**config.mk**
```make
export PLATFORM = sky130hd
export DESIGN_NAME = ucsbece154b_ifetch
export DESIGN_NICKNAME = d
export VERILOG_FILES = /design/src/rtl/ucsbece154b_ifetch.sv
export SDC_FILE = /design/constraint.sdc
export NUM_CORES = 1
export LEC_CHECK = 0
export BUFFER_PORTS_ARGS = -buffer_cell sky130_fd_sc_hd__buf_2
export CAP_MARGIN = 10
export CORE_UTILIZATION = 29
export DETAILED_ROUTE_END_ITERATION = 8
export GPL_TIMING_DRIVEN = 0
export PLACE_DENSITY = 0.59
export RECOVER_POWER = 50
export SETUP_SLACK_MARGIN = 0.05
export SYNTH_ARGS = -nofsm -noshare
export SYNTH_HDL_FRONTEND = slang
export SYNTH_SLANG_ARGS = --single-unit
```
**constraint.sdc**
```tcl
create_clock -name clk -period 3.87 [get_ports clk]
set_clock_uncertainty 0.15 [all_clocks]
set_input_delay 0.5805 -clock clk [delete_from_list [all_inputs] [get_ports clk]]
set_output_delay 0.5805 -clock clk [all_outputs]
set_load 0.02 [all_outputs]
```
**src/rtl/ucsbece154b_ifetch.sv**
```systemverilog
// Two-entry instruction fetch buffer with a single-outstanding memory read FSM.
// Serves InstrF on a tag hit and prefetches the next word whenever the current PC already hits.
module ucsbece154b_ifetch #(
  parameter logic [31:0] NOP_INSTR = 32'h00000013
) (
  input  logic        clk,
  input  logic        reset,
  input  logic [31:0] PCF_i,
  input  logic        FlushI_i,
  output logic [31:0] InstrF_o,
  output logic        FetchStall_o,
  output logic        mem_req_o,
  output logic [31:0] mem_addr_o,
  input  logic        mem_ready_i,
  input  logic        mem_rvalid_i,
  input  logic [31:0] mem_rdata_i
);

  typedef enum logic [1:0] {S_IDLE, S_REQ, S_WAIT} state_t;

  state_t      state_q, state_d;
  logic [1:0]  valid_q, valid_d;
  logic [29:0] tag_q [2];
  logic [31:0] data_q [2];
  logic [31:0] addr_q, addr_d;
  logic        discard_q, discard_d;

  logic [29:0] pc_tag, next_tag;
  logic [1:0]  tag_match, hit, next_hit;
  logic        fill_en, victim;
  logic        unused_pc_lo;

  assign pc_tag       = PCF_i[31:2];
  assign next_tag     = pc_tag + 30'd1;
  assign unused_pc_lo = ^PCF_i[1:0];

  assign tag_match[0] = (tag_q[0] == pc_tag);
  assign tag_match[1] = (tag_q[1] == pc_tag);
  assign hit          = valid_q & tag_match;
  assign next_hit[0]  = valid_q[0] && (tag_q[0] == next_tag);
  assign next_hit[1]  = valid_q[1] && (tag_q[1] == next_tag);

  // Fill the entry the current PC is not using; entry 0 when the tags do not disambiguate.
  assign victim = tag_match[0] && !tag_match[1];

  assign InstrF_o     = hit[0] ? data_q[0] : (hit[1] ? data_q[1] : NOP_INSTR);
  assign FetchStall_o = ~|hit;
  assign mem_req_o    = (state_q == S_REQ);
  assign mem_addr_o   = addr_q;

  always_comb begin
    state_d   = state_q;
    addr_d    = addr_q;
    discard_d = discard_q;
    fill_en   = 1'b0;
    case (state_q)
      S_IDLE: begin
        if (!(|hit)) begin
          state_d   = S_REQ;
          addr_d    = {pc_tag, 2'b00};
          discard_d = 1'b0;
        end else if (!(|next_hit)) begin
          state_d   = S_REQ;
          addr_d    = {next_tag, 2'b00};
          discard_d = 1'b0;
        end
      end
      S_REQ: begin
        if (mem_ready_i) state_d = S_WAIT;
        if (FlushI_i) discard_d = 1'b1;
      end
      S_WAIT: begin
        if (mem_rvalid_i) begin
          state_d   = S_IDLE;
          discard_d = 1'b0;
          fill_en   = !discard_q && !FlushI_i;
        end else if (FlushI_i) begin
          discard_d = 1'b1;
        end
      end
      default: state_d = S_IDLE;
    endcase
  end

  always_comb begin
    valid_d = valid_q;
    if (fill_en) valid_d[victim] = 1'b1;
    if (FlushI_i) valid_d = 2'b00;
  end

  always_ff @(posedge clk or negedge reset) begin
    if (!reset) begin
      state_q   <= S_IDLE;
      valid_q   <= 2'b00;
      addr_q    <= '0;
      discard_q <= 1'b0;
      tag_q[0]  <= '0;
      tag_q[1]  <= '0;
    end else begin
      state_q   <= state_d;
      valid_q   <= valid_d;
      addr_q    <= addr_d;
      discard_q <= discard_d;
      if (fill_en) tag_q[victim] <= addr_q[31:2];
    end
  end

  always_ff @(posedge clk) begin
    if (fill_en) data_q[victim] <= mem_rdata_i;
  end

endmodule

```
==> run metrics <==
status=finished, violations left; failing checks=max-capacitance violations, max-slew violations; RePlAce Congestion=roughly 0.93; worst hold path type=in -> reg; Slew Viols, Final=43; worst r2r dst=mem_addr_o[23]$_DFFE_PN0P_; synthesized instance count=931; First DRT Iteration DRCs=540; 1st-pass router iterations=5; crit path max-delay cell type=or4_4; final wirelength=27300 um; register area share after synthesis=approximately 47%; fin nets=1143; H-tree levels=4; crit end category=primary output; CTS root buffer=clkbuf_16; CTS Buffer Depth=2; Hold Path Stages=1; CP startpoint kind=flip-flop; GRT Util Overall=17.5%; peak supply drop=332 uV; leakage=4.74 nW; syn avg cell area=about 9.7 um^2; IO Pins=approximately 140; Clock Latency Late Sink=0.44 ns; RSZ-0062 raised after global routing=yes; hold buffers post-CTS=0; P&R area growth vs syn=21.3%; Post-Place Setup Slack=-0.747 ns; Post-synth EDFFs=64; Mapped Area=between 9000 and 10000 um^2; core footprint=between 30000 and 40000 um^2; crit-path max cell delay=0.57 ns; total power=6.19 mW; Synth cell types=70; clk sinks=159; Num CTS Buffers=17; largest net degree at the start of global routing=54; synth warn=0; Post-route DRC=0; worst path cell trace=xnor2_2 -> nand4_1 -> or4_4 -> or3_4 -> nor2_4 -> nor2b_1 -> clkbuf_1 -> buf_2; initial antenna violation count=1; Die Span X=179 um; number of diodes=0; WP data arrival=just over 3 ns; number of global-route vias before repair=7065; Setup-failing EPs final=0; ys flop type=dfrtp_1; crit share post-route=97.8%; WHS Endpoint=data_q[0][12]$_DFFE_PP_; worst-margin pin slew=2.57 ns; hold path start=mem_rdata_i[12]; remaining antenna violation count=0; vias=7343; Register-to-Register Path Depth=10; Buffers on Ports=around 110; CTS tree=built; layout cell share with drive strength beyond 1=between 10% and 20%; Max Cap Viol=1; per-cell routed wire length=18.5 um; number of core rows=64; Crit Path Max Fanout=8; worst endpoint required time=3.14 ns; total gr overflow=0; Peak Freq=between 0.2 and 0.3 GHz; Synth Register Bits=159; Die Area=32000 um^2; Final Hold Viols=0; Final HPWL DP=~20000 um; power per cell area=563 nW/um^2; Slew HR=-71.2%; Final WS setup=0.0834 ns; critical path class=reg -> out; vias per cell=4.97; WHS=0.174 ns; CTS clk-pin slew, worst paths=0.08 ns; R2R Path Start=tag_q[43]$_DFFE_PN0P_; Die Y-Extent=179 um; Final Critical Period=3.79 ns; Post-synth ARST share=59.7%; flop-to-flop setup slack=0.17 ns; first-pass GRT wire length=41600 um; Initial Utilization=29.6%
## worst max-delay path by stage
stage                           from                      to  slack [ns]  depth (start not counted)
6_report       tag_q[43]$_DFFE_PN0P_            FetchStall_o        0.08                          8
5_1_grt        tag_q[43]$_DFFE_PN0P_             InstrF_o[2]        0.04                         10
4_1_cts        tag_q[43]$_DFFE_PN0P_            InstrF_o[12]       0.003                         10
3_5_place_dp                PCF_i[2]  data_q[1][9]$_DFFE_PP_       -0.75                         10
3_3_place_gp                PCF_i[7]  data_q[0][8]$_DFFE_PP_       -1.28                          9
2_1_floorplan              PCF_i[18]             InstrF_o[2]        0.26                         10
## cells in the final DEF, fill, tap and decap left out, types with 28 or more instances in the layout
cell type and n:
buf_2 65, clkbuf_1 72, dfrtp_1 95, edfxtp_1 64
inv_1 48, mux2_4 28, nand2_1 241, nor2_1 36
o31ai_1 32, xnor2_1 45, xor2_1 58
## logic make-up (layout without fill, tap and decap cells)
kind of cell / Yosys count / after routing / synth area share [%]
AND/OR/NAND/NOR: 412 / 412 / 21.7
flip-flops: 159 / 159 / 47.4
XOR/XNOR: 119 / 119 / 12.0
buffers and inverters: 111 / 261 / 5.60
AO/OA/AOI/OAI: 89 / 89 / 7.13
multiplexers: 35 / 35 / 5.45
adder cells (fa/ha/maj): 5 / 5 / 0.690
other: 1 / 2 / 0.0413
## routing by layer
layer | GRT usage, % | routed length [um] | vias up
li1 | - | - | 3460
met1 | 23.9 | 12300 | 3542
met2 | 27.3 | 12400 | 292
met3 | 3.48 | 1950 | 47
met4 | 5.97 | 692 | 2
met5 | 0 | 13 | -
## power by group
group / total (mW) / switching [mW] / internal, mW
clock: 1.70 / 0.830 / 0.869
sequential: 2.48 / 0.360 / 2.12
combinational: 2.02 / 1.11 / 0.908
## cell usage after synthesis, types with 3 or more instances
cell type | instances | area, um^2
and3_1 | 4 | 25.0
nand3b_1 | 5 | 37.5
nand2_1 | 241 | 905
nand4b_1 | 4 | 35.0
buf_6 | 3 | 33.8
xor2_1 | 58 | 508
inv_1 | 48 | 180
buf_4 | 12 | 90.1
and4_1 | 8 | 70.1
nor2_1 | 37 | 139
or4_1 | 5 | 37.5
mux2i_1 | 4 | 40.0
nor4_1 | 16 | 100
nand2b_1 | 4 | 25.0
nor4_2 | 3 | 37.5
or2_2 | 3 | 18.8
buf_2 | 18 | 90.1
nor3_1 | 17 | 85.1
edfxtp_1 | 64 | 1920
nand3_1 | 17 | 85.1
o211ai_1 | 3 | 22.5
or3_1 | 4 | 25.0
nand4_1 | 25 | 156
ha_1 | 5 | 62.6
clkbuf_1 | 28 | 105
dfrtp_1 | 95 | 2380
o31ai_1 | 32 | 240
o2111ai_1 | 3 | 26.3
o21ai_0 | 12 | 60.1
mux2_4 | 28 | 420
nor2b_1 | 5 | 31.3
xnor2_1 | 57 | 499
mux2_2 | 3 | 33.8
a21oi_1 | 14 | 70.1
a31oi_1 | 3 | 18.8
## cell type report
cell class	count	area (um^2)
Clock buffer	17	425
Clock inverter	15	169
Timing Repair Buffer	118	597
Sequential cell	159	4300
Buffer	63	388
Inverter	48	180
Tap cell	396	495
Multi-Input combinational cell	662	4450
Fill cell	3144	19700
## sequential cells by signal, indices dropped and copies added (netlist names)
signal / count
data_q: 64
discard_q: 1
mem_addr_o: 30
state_q: 2
tag_q: 60
valid_q: 2
## stage by stage
stage	instance area, um^2	instances	TNS (ns)	utilization, %
floorplan	9080	932	0	-
global route	11000	1478	0	35.9
global placement	10100	1434	-119.67	32.9
CTS	10900	1469	0	35.6
finish	11000	1478	0	35.9
detailed placement	10200	1436	-76.56	33.1
## timing repair
action,4_1_cts,5_1_grt
pin swaps,3,10
buffers inserted,1,9
setup endpoints to repair,104,91
gates resized for setup,37,22
## worst max-delay path: cells and delay by family (launching register included)
family	cells	cell delay [ns]
buffers and inverters	2	0.65
xor gates and xnor gates	1	0.26
DFF	1	0.41
and+or+nand+nor	5	1.28
Power figures use the tool's default switching activity.
